## config.mk

```make
export PLATFORM = sky130hd
export DESIGN_NAME = i2c_slave_fsm_flat
export DESIGN_NICKNAME = d
export VERILOG_FILES = /design/src/rtl/i2c_slave_fsm_if.sv /design/src/rtl/i2c_slave_fsm.sv /design/src/flat_wrapper.sv
export SDC_FILE = /design/constraint.sdc
export NUM_CORES = 1
export LEC_CHECK = 0
export ABC_AREA = 1
export CORE_UTILIZATION = 55
export DETAILED_ROUTE_END_ITERATION = 7
export PLACE_DENSITY = 0.78
export SLEW_MARGIN = 5
export SYNTH_ARGS = -nofsm -noshare
export SYNTH_HDL_FRONTEND = slang
export SYNTH_SLANG_ARGS = --single-unit
```

## constraint.sdc

```tcl
create_clock -name clk -period 4.9 [get_ports clk]
set_input_delay 0.98 -clock clk [delete_from_list [all_inputs] [get_ports clk]]
set_output_delay 0.98 -clock clk [all_outputs]
set_load 0.1 [all_outputs]
```

## src/rtl/i2c_slave_fsm_if.sv

```systemverilog
// ============================================================================
// Module      : i2c_slave_fsm_if
// Description : Bus pins and user byte handshake of the I2C slave engine.
// Revision    : 1.0 - initial release
// ============================================================================
`default_nettype none

interface i2c_slave_fsm_if #(
  parameter int DATA_LEN = 8
);
  logic                scl_in;
  logic                sda_in;
  logic                sda_oe;
  logic [DATA_LEN-1:0] tx_data;
  logic                tx_req;
  logic [DATA_LEN-1:0] rx_data;
  logic                rx_valid;
  logic                addr_match;
  logic                busy;

  modport slave (
    input  scl_in, sda_in, tx_data,
    output sda_oe, tx_req, rx_data, rx_valid, addr_match, busy
  );

  modport master (
    output scl_in, sda_in, tx_data,
    input  sda_oe, tx_req, rx_data, rx_valid, addr_match, busy
  );
endinterface

`default_nettype wire

```

## src/rtl/i2c_slave_fsm.sv

```systemverilog
// ============================================================================
// Module      : i2c_slave_fsm
// Description : clk-oversampled I2C slave; address match, byte RX and TX.
// Revision    : 1.0 - initial release
// ============================================================================
`default_nettype none

module i2c_slave_fsm #(
  parameter int                  ADDR_LEN   = 7,
  parameter logic [ADDR_LEN-1:0] SLAVE_ADDR = 7'h50,
  parameter int                  DATA_LEN   = 8
) (
  input  wire                  clk,
  input  wire                  rst_n,
  i2c_slave_fsm_if.slave       bus
);

  localparam int SH_W  = (ADDR_LEN + 1 > DATA_LEN) ? ADDR_LEN + 1 : DATA_LEN;
  localparam int CNT_W = $clog2(SH_W + 1);
  localparam logic [CNT_W-1:0] ADDR_BITS = CNT_W'(ADDR_LEN + 1);
  localparam logic [CNT_W-1:0] DATA_BITS = CNT_W'(DATA_LEN);
  localparam logic [CNT_W-1:0] CNT_ONE   = CNT_W'(1);

  typedef enum logic [2:0] {
    IDLE      = 3'd0,
    ADDR      = 3'd1,
    ADDR_ACK  = 3'd2,
    RX        = 3'd3,
    RX_ACK    = 3'd4,
    TX        = 3'd5,
    TX_ACK    = 3'd6,
    WAIT_STOP = 3'd7
  } state_t;

  logic r_scl_s1, r_scl_s2, r_scl_d;
  logic r_sda_s1, r_sda_s2, r_sda_d;

  state_t              r_state,   w_state_n;
  logic [CNT_W-1:0]    r_cnt,     w_cnt_n;
  logic [SH_W-1:0]     r_shift,   w_shift_n;
  logic [DATA_LEN-1:0] r_tx_sh,   w_tx_sh_n;
  logic                r_rw,      w_rw_n;
  logic [DATA_LEN-1:0] r_rx_data, w_rx_data_n;
  logic                r_sda_oe,  w_sda_oe_n;
  logic                r_busy,    w_busy_n;
  logic                r_tx_req,  w_tx_req_n;
  logic                r_rx_vld,  w_rx_vld_n;
  logic                r_match,   w_match_n;

  logic w_scl_rise, w_scl_fall, w_start, w_stop;

  // Two flops for metastability, the third is the previous-sample copy for edges.
  always_ff @(posedge clk or negedge rst_n) begin
    if (!rst_n) begin
      r_scl_s1 <= 1'b1; r_scl_s2 <= 1'b1; r_scl_d <= 1'b1;
      r_sda_s1 <= 1'b1; r_sda_s2 <= 1'b1; r_sda_d <= 1'b1;
    end else begin
      r_scl_s1 <= bus.scl_in; r_scl_s2 <= r_scl_s1; r_scl_d <= r_scl_s2;
      r_sda_s1 <= bus.sda_in; r_sda_s2 <= r_sda_s1; r_sda_d <= r_sda_s2;
    end
  end

  assign w_scl_rise = r_scl_s2 & ~r_scl_d;
  assign w_scl_fall = ~r_scl_s2 & r_scl_d;
  assign w_start    = r_scl_s2 & r_scl_d & r_sda_d & ~r_sda_s2;
  assign w_stop     = r_scl_s2 & r_scl_d & ~r_sda_d & r_sda_s2;

  always_ff @(posedge clk or negedge rst_n) begin
    if (!rst_n) begin
      r_state   <= IDLE;
      r_cnt     <= '0;
      r_shift   <= '1;
      r_tx_sh   <= '1;
      r_rw      <= 1'b1;
      r_rx_data <= '0;
      r_sda_oe  <= 1'b0;
      r_busy    <= 1'b0;
      r_tx_req  <= 1'b0;
      r_rx_vld  <= 1'b0;
      r_match   <= 1'b0;
    end else begin
      r_state   <= w_state_n;
      r_cnt     <= w_cnt_n;
      r_shift   <= w_shift_n;
      r_tx_sh   <= w_tx_sh_n;
      r_rw      <= w_rw_n;
      r_rx_data <= w_rx_data_n;
      r_sda_oe  <= w_sda_oe_n;
      r_busy    <= w_busy_n;
      r_tx_req  <= w_tx_req_n;
      r_rx_vld  <= w_rx_vld_n;
      r_match   <= w_match_n;
    end
  end

  always_comb begin
    w_state_n   = r_state;
    w_cnt_n     = r_cnt;
    w_shift_n   = r_shift;
    w_tx_sh_n   = r_tx_sh;
    w_rw_n      = r_rw;
    w_rx_data_n = r_rx_data;
    w_sda_oe_n  = r_sda_oe;
    w_busy_n    = r_busy;
    w_tx_req_n  = 1'b0;
    w_rx_vld_n  = 1'b0;
    w_match_n   = 1'b0;

    if (w_start) begin
      w_state_n  = ADDR;
      w_cnt_n    = '0;
      w_shift_n  = '1;
      w_sda_oe_n = 1'b0;
      w_busy_n   = 1'b0;
    end else if (w_stop) begin
      w_state_n  = IDLE;
      w_sda_oe_n = 1'b0;
      w_busy_n   = 1'b0;
    end else begin
      case (r_state)
        ADDR: begin
          if (w_scl_rise) begin
            w_shift_n = {r_shift[SH_W-2:0], r_sda_s2};
            w_cnt_n   = r_cnt + CNT_ONE;
          end else if (w_scl_fall && r_cnt == ADDR_BITS) begin
            w_rw_n = r_shift[0];
            if (r_shift[ADDR_LEN:1] == SLAVE_ADDR) begin
              w_state_n  = ADDR_ACK;
              w_sda_oe_n = 1'b1;
              w_match_n  = 1'b1;
              w_busy_n   = 1'b1;
            end else begin
              w_state_n  = WAIT_STOP;
              w_sda_oe_n = 1'b0;
            end
          end
        end
        ADDR_ACK: begin
          if (w_scl_fall) begin
            if (r_rw) begin
              w_state_n  = TX;
              w_tx_sh_n  = bus.tx_data;
              w_tx_req_n = 1'b1;
              w_sda_oe_n = ~bus.tx_data[DATA_LEN-1];
            end else begin
              w_state_n  = RX;
              w_sda_oe_n = 1'b0;
            end
          end
        end
        RX: begin
          if (w_scl_rise) begin
            w_shift_n = {r_shift[SH_W-2:0], r_sda_s2};
            w_cnt_n   = r_cnt + CNT_ONE;
          end else if (w_scl_fall && r_cnt == DATA_BITS) begin
            w_state_n   = RX_ACK;
            w_rx_data_n = r_shift[DATA_LEN-1:0];
            w_rx_vld_n  = 1'b1;
            w_sda_oe_n  = 1'b1;
          end
        end
        RX_ACK: begin
          if (w_scl_fall) begin
            w_state_n  = RX;
            w_sda_oe_n = 1'b0;
          end
        end
        TX: begin
          // The MSB is already on the wire; each fall shifts the next bit up.
          if (w_scl_rise) begin
            w_cnt_n = r_cnt + CNT_ONE;
          end else if (w_scl_fall) begin
            if (r_cnt == DATA_BITS) begin
              w_state_n  = TX_ACK;
              w_sda_oe_n = 1'b0;
            end else begin
              w_tx_sh_n  = {r_tx_sh[DATA_LEN-2:0], 1'b1};
              w_sda_oe_n = ~r_tx_sh[DATA_LEN-2];
            end
          end
        end
        TX_ACK: begin
          // r_cnt doubles as the "master acknowledged" flag here.
          if (w_scl_rise) begin
            if (r_sda_s2) w_state_n = WAIT_STOP;
            else          w_cnt_n   = CNT_ONE;
          end else if (w_scl_fall && r_cnt == CNT_ONE) begin
            w_state_n  = TX;
            w_tx_sh_n  = bus.tx_data;
            w_tx_req_n = 1'b1;
            w_sda_oe_n = ~bus.tx_data[DATA_LEN-1];
          end
        end
        WAIT_STOP: w_sda_oe_n = 1'b0;
        default:   w_state_n  = IDLE;
      endcase
    end

    if (w_state_n != r_state) w_cnt_n = '0;
  end

  assign bus.sda_oe     = r_sda_oe;
  assign bus.tx_req     = r_tx_req;
  assign bus.rx_data    = r_rx_data;
  assign bus.rx_valid   = r_rx_vld;
  assign bus.addr_match = r_match;
  assign bus.busy       = r_busy;

endmodule

`default_nettype wire

```

## src/flat_wrapper.sv

```systemverilog
// flat-port wrapper written by rule: the top's interface ports become plain ports
module i2c_slave_fsm_flat 
#(
  parameter int                  ADDR_LEN   = 7,
  parameter logic [ADDR_LEN-1:0] SLAVE_ADDR = 7'h50,
  parameter int                  DATA_LEN   = 8
)
  (clk, rst_n, bus_scl_in, bus_sda_in, bus_tx_data, bus_sda_oe, bus_tx_req, bus_rx_data, bus_rx_valid, bus_addr_match, bus_busy);
  i2c_slave_fsm_if #(.DATA_LEN(DATA_LEN)) bus_i ();
  input  wire clk;
  input  wire rst_n;
  input wire logic [$bits(bus_i.scl_in)-1:0] bus_scl_in;
  input wire logic [$bits(bus_i.sda_in)-1:0] bus_sda_in;
  input wire logic [$bits(bus_i.tx_data)-1:0] bus_tx_data;
  output wire logic [$bits(bus_i.sda_oe)-1:0] bus_sda_oe;
  output wire logic [$bits(bus_i.tx_req)-1:0] bus_tx_req;
  output wire logic [$bits(bus_i.rx_data)-1:0] bus_rx_data;
  output wire logic [$bits(bus_i.rx_valid)-1:0] bus_rx_valid;
  output wire logic [$bits(bus_i.addr_match)-1:0] bus_addr_match;
  output wire logic [$bits(bus_i.busy)-1:0] bus_busy;
  assign bus_i.scl_in = bus_scl_in;
  assign bus_i.sda_in = bus_sda_in;
  assign bus_i.tx_data = bus_tx_data;
  assign bus_sda_oe = bus_i.sda_oe;
  assign bus_tx_req = bus_i.tx_req;
  assign bus_rx_data = bus_i.rx_data;
  assign bus_rx_valid = bus_i.rx_valid;
  assign bus_addr_match = bus_i.addr_match;
  assign bus_busy = bus_i.busy;
  i2c_slave_fsm #(.ADDR_LEN(ADDR_LEN), .SLAVE_ADDR(SLAVE_ADDR), .DATA_LEN(DATA_LEN)) u_core (.clk(clk), .rst_n(rst_n), .bus(bus_i));
endmodule
```

==> results of run 1 <==
## kinds of logic after synthesis
group / after synthesis / share of synthesized area, %
and+or+nand+nor: 123 / 26.9
AOI/OAI and AO/OA: 59 / 15.0
buffers and inverters: 46 / 8.79
DFF: 42 / 47.7
adders and majority gates: 3 / 1.66
## Yosys cell counts (2+ instances only)
library cell and n:
a21oi_1 4, a31oi_1 2, buf_6 2, clkbuf_1 4, dfrtp_1 20, dfstp_2 22
ha_1 3, inv_1 33, inv_2 3, nand2_1 57, nand2_2 11, nand2_4 2
nand3_1 15, nand3_2 2, nand4_1 8, nor2_1 17, nor2_2 2, nor2_4 5
nor4_1 2, o211ai_1 7, o21ai_0 38, o21ai_2 2
## power groups by stage
stage	clock, mW	combinational, mW	sequential (mW)
final	0.328	0.121	0.434
after CTS	0.331	0.121	0.433
after floorplan	0	0.0886	0.430
after global routing	0.347	0.139	0.439
after detailed placement	0	0.121	0.438
after global placement	0	0.118	0.436
## final timing paths
check | from | end | slack (ps)
setup reg to reg | u_core.r_scl_s2 | u_core.r_cnt[0] | 2450
hold / removal | u_core.r_scl_s1 | u_core.r_scl_s2 | 360
min in group asynchronous | rst_n | u_core.bus.rx_data[3] | 800
max in group asynchronous | rst_n | u_core.r_state[0] | 3550
setup / recovery | u_core.bus.busy | bus_busy | 2120
hold reg to reg | u_core.r_scl_s1 | u_core.r_scl_s2 | 360
## sequential cells by signal, indices dropped and copies added, names as in the netlist
signal and flops:
u_core.bus.busy 1, u_core.r_tx_sh 7, u_core.bus.tx_req 1, u_core.bus.sda_oe 1, u_core.bus.rx_valid 1, u_core.r_cnt 4
u_core.r_sda_d 1, u_core.r_shift 8, u_core.r_sda_s1 1, u_core.r_sda_s2 1, u_core.r_scl_s2 1, u_core.r_scl_s1 1
u_core.r_rw 1, u_core.bus.addr_match 1, u_core.r_state 3, u_core.bus.rx_data 8, u_core.r_scl_d 1
## per-layer routing
metal	vias to the layer above	global-route usage [%]
met5	-	0
met4	0	9.31
met3	9	5.17
met2	58	37.5
met1	890	34.3
li1	941	-
## final cells by class
type / instances / area [um2] / share of cell area (%)
multi-input cells: 185 / 985 / 37.2
repair buffers: 24 / 235 / 8.89
flip-flops and latches: 42 / 1080 / 40.8
inverters: 38 / 149 / 5.63
clock inverters: 3 / 68.8 / 2.60
clock buffers: 5 / 68.8 / 2.60
well taps: 48 / 60.1 / 2.27
## per-stage QoR
step | hold slack [ps] | std cells
2_1_floorplan | 345 | 273
3_3_place_gp | 346 | 337
3_5_place_dp | 349 | 337
4_1_cts | 360 | 345
5_1_grt | 366 | 345
6_report | 359 | 345
==> impl_metrics.json, run 1 <==
{
  "hpwlAfterDp_um": 3240,
  "wl_met3_um": 225,
  "p_leak_nw": 1.28,
  "port_buffers": 24,
  "cts-hold-fix-buffers": 0,
  "crit_chain": "clkdlybuf4s50_1",
  "path_delay_family": "buffers and inverters",
  "root_buffer": "clkbuf_8",
  "tns_ps": 0,
  "final_cell_mix": "nand2_1, o21ai_0, inv_1",
  "track_usage_pct": 24.6,
  "yosys_most_used_dff": "dfstp_2",
  "h-tree-depth": 2,
  "synth_area_per_cell_um2": 8.29,
  "start_util_pct": 59.6,
  "crit_required_ps": 3920,
  "max_stage_delay_ps": 1130,
  "p_total_mw": 0.882,
  "highest_layer": "met4",
  "die_w_um": 66.1,
  "nets": 311,
  "syn_nets": 288,
  "setup_viol": 0,
  "whs_path_depth": 0,
  "via_count": 1898,
  "maxCapViolations": 0,
  "synth_edf_count": 0,
  "layout-drive-gt1-share_pct": 20.5,
  "wl_per_cell_um": 13.2,
  "fin_crit_ps": 2780,
  "grt_pass1_wl_um": 8050,
  "wl_um": 4560,
  "power_frac_clock_pct": 37.1,
  "hold_viol_final": 0,
  "wl_met1_um": 2200,
  "fmax_mhz": 359,
  "cts-buffers-inserted": 5,
  "power.internal_mw": 0.649,
  "clockBufferDepth": 2,
  "slew_viol_final": 0,
  "post_cts_buffers": 0,
  "grt_pass1_vias": 1800,
  "gp_congestion": 0.898,
  "postRouteAntennaNets": 0,
  "layout_commonest_cell": "nand2_1",
  "yosysWarnings": 0,
  "clk_pin_slew_worst_paths_ps": 80,
  "ir_worst_vdd_uv": 225,
  "crit_cells": 1,
  "endpoint_kind": "primary output",
  "path_buf_inv": 1,
  "finalInstanceArea_um2": 2650,
  "synth_top_area_cell": "dfstp_2",
  "final_util_pct": 69.6,
  "ios": 25,
  "finalClockSkew_ps": 8.27,
  "rows": 22,
  "cp_slowest_cell": "clkdlybuf4s50_1",
  "coreArea_um2": 3800,
  "p_switching_mw": 0.234,
  "min_path_type": "reg2reg",
  "timing.max_slew.rel_slack_pct": 34.7,
  "worstMarginPinSlew_ps": 976,
  "crit_path_start_kind": "register",
  "ys_types": 34,
  "diodes": 0,
  "status": "finished, final reports clean",
  "rsz0062_at_grt": "no",
  "syn_inst": 273,
  "cts_resized": 0,
  "criticalPathCategory": "reg2out",
  "power.density_nw_per_um2": 334,
  "comb_power_share_pct": 13.7,
  "synth.area.top_cells": "dfstp_2, dfrtp_1, nand2_1",
  "period_share_pct": 56.8,
  "dpl_worst_slack_ps": 2440,
  "cts_tree": "yes",
  "fillerInstances": 305,
  "vias_per_cell": 5.50,
  "dieArea_um2": 4370,
  "sequentialPowerShare_pct": 49.2,
  "async_flop_share_pct": 100,
  "first_pass_iters": 4,
  "grt_max_degree": 43,
  "crit_fanout": 2,
  "drtIter0Drc": 146,
  "grt_overflow_total": 0,
  "drc": 0,
  "clock_latency_ps": 300,
  "dieHeight_um": 66.1,
  "setup_slack_ps": 2120,
  "cts.sinks": 42,
  "area_growth_pct": 16.9,
  "worst_r2r_path_depth": 9,
  "ys_seq_elements": 42,
  "placed_area_um2": 2510,
  "switching_share_pct": 26.5,
  "ys_seq_area_share_pct": 47.7,
  "worstPathArrival_ps": 1800,
  "grt_antenna_before_repair": 0,
  "synth_top_cell_area_share_pct": 25.6,
  "netlist_area_um2": 2260,
  "wl_met2_um": 2050
}
Note: power is estimated with default switching activity, not from simulation.
==> run 2: changes to the inputs <==
--- a/config.mk
+++ b/config.mk
@@ -6,9 +6,9 @@
 export NUM_CORES = 1
 export LEC_CHECK = 0
 export ABC_AREA = 1
-export CORE_UTILIZATION = 55
+export CORE_UTILIZATION = 50
 export DETAILED_ROUTE_END_ITERATION = 7
-export PLACE_DENSITY = 0.78
+export PLACE_DENSITY = 0.75
 export SLEW_MARGIN = 5
 export SYNTH_ARGS = -nofsm -noshare
 export SYNTH_HDL_FRONTEND = slang
==> constraint.sdc (replaced) <==
create_clock -name clk -period 2.45 [get_ports clk]
set_input_delay 0.49 -clock clk [delete_from_list [all_inputs] [get_ports clk]]
set_output_delay 0.49 -clock clk [all_outputs]
set_load 0.1 [all_outputs]
==> run 2 against run 1 <==
  * Critical endpoint is now u_core.r_cnt[1]
  * Core utilization down 9.4 points
  * Largest cell class unchanged
  * Setup slack lost 1700 ps
  * Routed wire length increased by 0.11%
  * Combinational power is 100% higher
  * Non-clock buffer count is 4 higher
==> impl_metrics.json, run 2 (synthesis results as in run 1) <==
{
  "status": "finished, final reports clean",
  "max_stage_delay_ps": 430,
  "crit_path_start_kind": "register",
  "cts-hold-fix-buffers": 0,
  "root_buffer": "clkbuf_8",
  "crit_path_start": "u_core.r_cnt[1]",
  "fmax_mhz": 502,
  "cpMostUsedCell": "nand2_2",
  "ir_worst_vdd_uv": 699,
  "dieArea_um2": 4800,
  "hpwlAfterDp_um": 3400,
  "clk_pin_slew_worst_paths_ps": 90,
  "period_share_pct": 81.2,
  "wl_um": 4570,
  "clockBufferDepth": 2,
  "grt_antenna_before_repair": 0,
  "crit_required_ps": 2690,
  "cp_slowest_cell": "dfrtp_1",
  "cts_resized": 0,
  "grt_pass1_vias": 1685,
  "path_delay_family": "simple AND/OR/NAND/NOR gates",
  "worst_r2r_path_depth": 14,
  "via_count": 1907,
  "worstReg2RegStart": "u_core.r_cnt[1]",
  "path_buf_inv": 2,
  "rows": 24,
  "crit_fanout": 18,
  "wl_per_cell_um": 12.9,
  "drtIter0Drc": 225,
  "post_cts_buffers": 0,
  "layout_commonest_cell": "nand2_1",
  "nets": 315,
  "r2r_setup_slack_ps": 460,
  "die_w_um": 69.3,
  "min_path_type": "in2async",
  "criticalPathCategory": "reg2reg",
  "start_util_pct": 52.0,
  "cts.sinks": 42,
  "worstMarginPinSlew_ps": 514,
  "vias_per_cell": 5.40,
  "area_growth_pct": 16.0,
  "hold_viol_final": 0,
  "fin_crit_ps": 1990,
  "crit_path_end": "u_core.r_cnt[1]",
  "final_cell_mix": "nand2_1, o21ai_0, inv_1",
  "grt_overflow_total": 0,
  "first_pass_iters": 4,
  "drc": 0,
  "slew_viol_final": 0,
  "rsz0062_at_grt": "no",
  "crit_cells": 14,
  "gp_congestion": 0.914,
  "cts_tree": "yes",
  "crit_chain": "inv_1, ha_1, nand3_2, nor2_4, nand2_4, nand2_2, inv_2, nand3_2, nand2_2, nand2_2, nand2_2, nor2_4, nand4_1, nand2_1",
  "postRouteAntennaNets": 0,
  "maxCapViolations": 0,
  "track_usage_pct": 20.5,
  "dieHeight_um": 69.3,
  "grt_pass1_wl_um": 7800,
  "timing.max_slew.rel_slack_pct": 65.7,
  "ios": 25,
  "fin_hold_ws_ps": 154,
  "h-tree-depth": 2,
  "worstPathArrival_ps": 2230,
  "cts-buffers-inserted": 5,
  "diodes": 0,
  "r2r-end": "u_core.r_cnt[1]",
  "coreArea_um2": 4350,
  "p_leak_nw": 1.31,
  "grt_max_degree": 23,
  "layout-drive-gt1-share_pct": 25.9,
  "finalClockSkew_ps": 7.60,
  "endpoint_kind": "register",
  "port_buffers": 24,
  "power.density_nw_per_um2": 632,
  "clock_latency_ps": 300,
  "setup_viol": 0,
  "tns_ps": 0
}
==> run 2: cell count changes in the layout (fill, tap and decap cells not counted), sizes merged <==
cell	previous run	this run
bufinv	2	1
clkinv	3	2
clkinvlp	0	2
buf	1	18
clkdlybuf4s50	23	10
==> run 2: metal layers <==
metal,wire length [um],global-route usage (%),vias to the layer above
li1,-,-,953
met2,2100,30.9,55
met1,2170,28.9,892
met4,67,10.2,0
met5,0,0,-
met3,225,3.05,7
==> run 2: report_power, final <==
group / total (mW) / internal [mW] / switching (mW)
registers: 0.862 / 0.805 / 0.0564
logic: 0.248 / 0.0841 / 0.163
clock network: 0.550 / 0.303 / 0.247
==> run 2: through the flow <==
stage,power [mW],instance area [um2],worst slack (ps),utilization [%],std cells
2_1_floorplan,1.04,2260,759,-,273
3_3_place_gp,1.11,2510,554,57.6,345
3_5_place_dp,1.12,2510,480,57.6,345
4_1_cts,1.67,2620,464,60.3,353
5_1_grt,1.74,2620,266,60.3,353
6_report,1.66,2620,460,60.3,353
==> run 2: how the worst min path moves through the flow <==
stage / start / endpoint / slack, ps / depth (start not counted)
3_5_place_dp: u_core.r_scl_s1 / u_core.r_scl_s2 / 350 / 0
4_1_cts: rst_n / u_core.bus.tx_req / 150 / 1
5_1_grt: rst_n / u_core.bus.tx_req / 190 / 1
3_3_place_gp: u_core.r_sda_s1 / u_core.r_sda_s2 / 350 / 0
2_1_floorplan: rst_n / u_core.bus.addr_match / 190 / 0
6_report: rst_n / u_core.r_state[0] / 150 / 1
==> run 2: cell type report <==
class | instances | area, um2
Clock inverter | 3 | 45.0
Clock buffer | 5 | 68.8
Inverter | 38 | 149
Multi-Input combinational cell | 185 | 985
Tap cell | 52 | 65.1
Sequential cell | 42 | 1080
Fill cell | 382 | 1730
Timing Repair Buffer | 28 | 233
==> run 3: changes to the inputs <==
==> constraint.sdc (replaced) <==
create_clock -name clk -period 1.7 [get_ports clk]
set_input_delay 0.34 -clock clk [delete_from_list [all_inputs] [get_ports clk]]
set_output_delay 0.34 -clock clk [all_outputs]
set_load 0.1 [all_outputs]
==> run 3 against run 2 <==
  * The flow now finishes with violations (setup timing)
  * Hold slack got worse by 79 ps
  * Clock power increased by 26%
  * Largest power group unchanged
  * Clock skew increased by 2.7 ps
  * Power increased by 48%
  * Critical path depth decreased by 1
  * Non-clock buffer count increased by 55
  * Via count increased by 17%
==> impl_metrics.json, run 3 (synthesis results as in run 1) <==
{
  "fillerInstances": 285,
  "placed_area_um2": 3020,
  "fmax_mhz": 533,
  "area_growth_pct": 46.7,
  "grt_overflow_total": 0,
  "cts.sinks": 42,
  "cts_tree": "yes",
  "criticalPathCategory": "reg2reg",
  "worstMarginPinSlew_ps": 528,
  "dieHeight_um": 69.3,
  "rows": 24,
  "grt_antenna_before_repair": 0,
  "layout_commonest_cell": "buf_4",
  "tns_ps": -950,
  "cts-hold-fix-buffers": 0,
  "p_switching_mw": 0.757,
  "root_buffer": "clkbuf_8",
  "power.density_nw_per_um2": 742,
  "crit_required_ps": 1880,
  "wl_per_cell_um": 15.3,
  "crit_path_start_kind": "register",
  "h-tree-depth": 2,
  "dpl_worst_slack_ps": -254,
  "power_frac_clock_pct": 28.2,
  "min_path_type": "in2async",
  "cts-buffers-inserted": 5,
  "dieArea_um2": 4800,
  "coreArea_um2": 4350,
  "final_util_pct": 76.2,
  "gp_congestion": 0.941,
  "grt_pass1_wl_um": 9760,
  "track_usage_pct": 25.9,
  "final_cells": 410,
  "dpl.cell_count": 391,
  "clockBufferDepth": 2,
  "setup_slack_ps": -174,
  "drc": 0,
  "postRouteAntennaNets": 0,
  "power.internal_mw": 1.71,
  "ir_worst_vdd_uv": 660,
  "period_share_pct": 110,
  "nets": 372,
  "start_util_pct": 52.0,
  "status": "finished, violations left",
  "final_cell_mix": "buf_4, nand2_1, o21ai_0",
  "hold_viol_final": 0,
  "first_pass_iters": 5,
  "slew_viol_final": 0,
  "diodes": 0,
  "drtIter0Drc": 150,
  "fin_crit_ps": 1870,
  "endpoint_kind": "register",
  "setup_viol": 11,
  "ios": 25,
  "layout-drive-gt1-share_pct": 43.6,
  "timing.max_slew.rel_slack_pct": 64.8,
  "grt_pass1_vias": 2084,
  "rsz0062_at_grt": "yes",
  "switching_share_pct": 30.7,
  "sequentialPowerShare_pct": 50.9,
  "via_count": 2222,
  "crit_fanout": 7,
  "p_total_mw": 2.46,
  "violations": "setup timing",
  "grt_max_degree": 43,
  "fin_hold_ws_ps": 75.4,
  "p_leak_nw": 1.62,
  "port_buffers": 24,
  "finalClockSkew_ps": 10.3,
  "wl_um": 6290,
  "vias_per_cell": 5.42,
  "worstPathArrival_ps": 2060,
  "clock_latency_ps": 300,
  "hpwlAfterDp_um": 3980,
  "die_w_um": 69.3,
  "clk_pin_slew_worst_paths_ps": 90,
  "maxCapViolations": 0,
  "finalInstanceArea_um2": 3320,
  "comb_power_share_pct": 20.9
}
run 3: cell count changes in the layout (fill, tap and decap cells not counted), sizes merged:
| cell | change |
|---|---|
| clkbuf | +1 |
| bufinv | -1 |
| a21oi | +1 |
| buf | +55 |
| clkinvlp | -1 |
| clkinv | +1 |
| o21ai | +1 |
run 3: repair_timing:
| item | in CTS | in global routing |
|---|---|---|
| setup endpoints to repair | 13 | 20 |
| gates cloned | 1 | 1 |
| resized for setup | 13 | 19 |
| buffers inserted | 4 | 5 |
| pin swaps | 7 | 11 |
run 3: metal layers:
metal  share of wire [%]  track usage (%)  up-vias
met5                   0                0        -
li1                    -                -     1071
met4                 2.1             7.71        0
met1                  42             34.8     1051
met2                  50             42.8       84
met3                 5.6             4.51       16
run 3: cell type report:
cell class / count / area, um2 / area share [%]
Multi-Input combinational cell: 187 / 1110 / 33.4
Tap cell: 52 / 65.1 / 1.96
Timing Repair Buffer: 83 / 821 / 24.7
Clock buffer: 6 / 82.6 / 2.49
Clock inverter: 2 / 12.5 / 0.377
Sequential cell: 42 / 1080 / 32.6
Inverter: 38 / 149 / 4.49
run 3: worst max-delay path: stages, from the launching register on:
cell and delay (ps):
dfstp_2 610, inv_2 70, nor2_4 160, nand2_2 110, nand2_2 110, nand2_1 60
a21oi_2 110, nand2_1 70, nand2_2 70, nand2_2 50, nand2_1 60, nand2_2 100
nand4_1 90, nand2_1 80
run 3: worst paths after layout:
kind	from	end	depth (start not counted)	slack [ps]
worst max-delay path	u_core.r_scl_d	u_core.r_cnt[1]	13	-170
worst min-delay path	rst_n	u_core.r_cnt[3]	2	80
worst max register to register	u_core.r_scl_d	u_core.r_cnt[1]	13	-170
worst min register to register	u_core.r_scl_s1	u_core.r_scl_s2	0	360
max in group asynchronous	rst_n	u_core.r_sda_s2	2	1220
min in group clk	u_core.r_scl_s1	u_core.r_scl_s2	0	360
run 3: power by group through the flow:
stage          logic [mW]  registers [mW]  clock network, mW
2_1_floorplan       0.255            1.24                  0
3_3_place_gp        0.427            1.25                  0
3_5_place_dp        0.437            1.26                  0
4_1_cts             0.464            1.24              0.705
5_1_grt             0.566            1.27              0.741
6_report            0.515            1.25              0.694
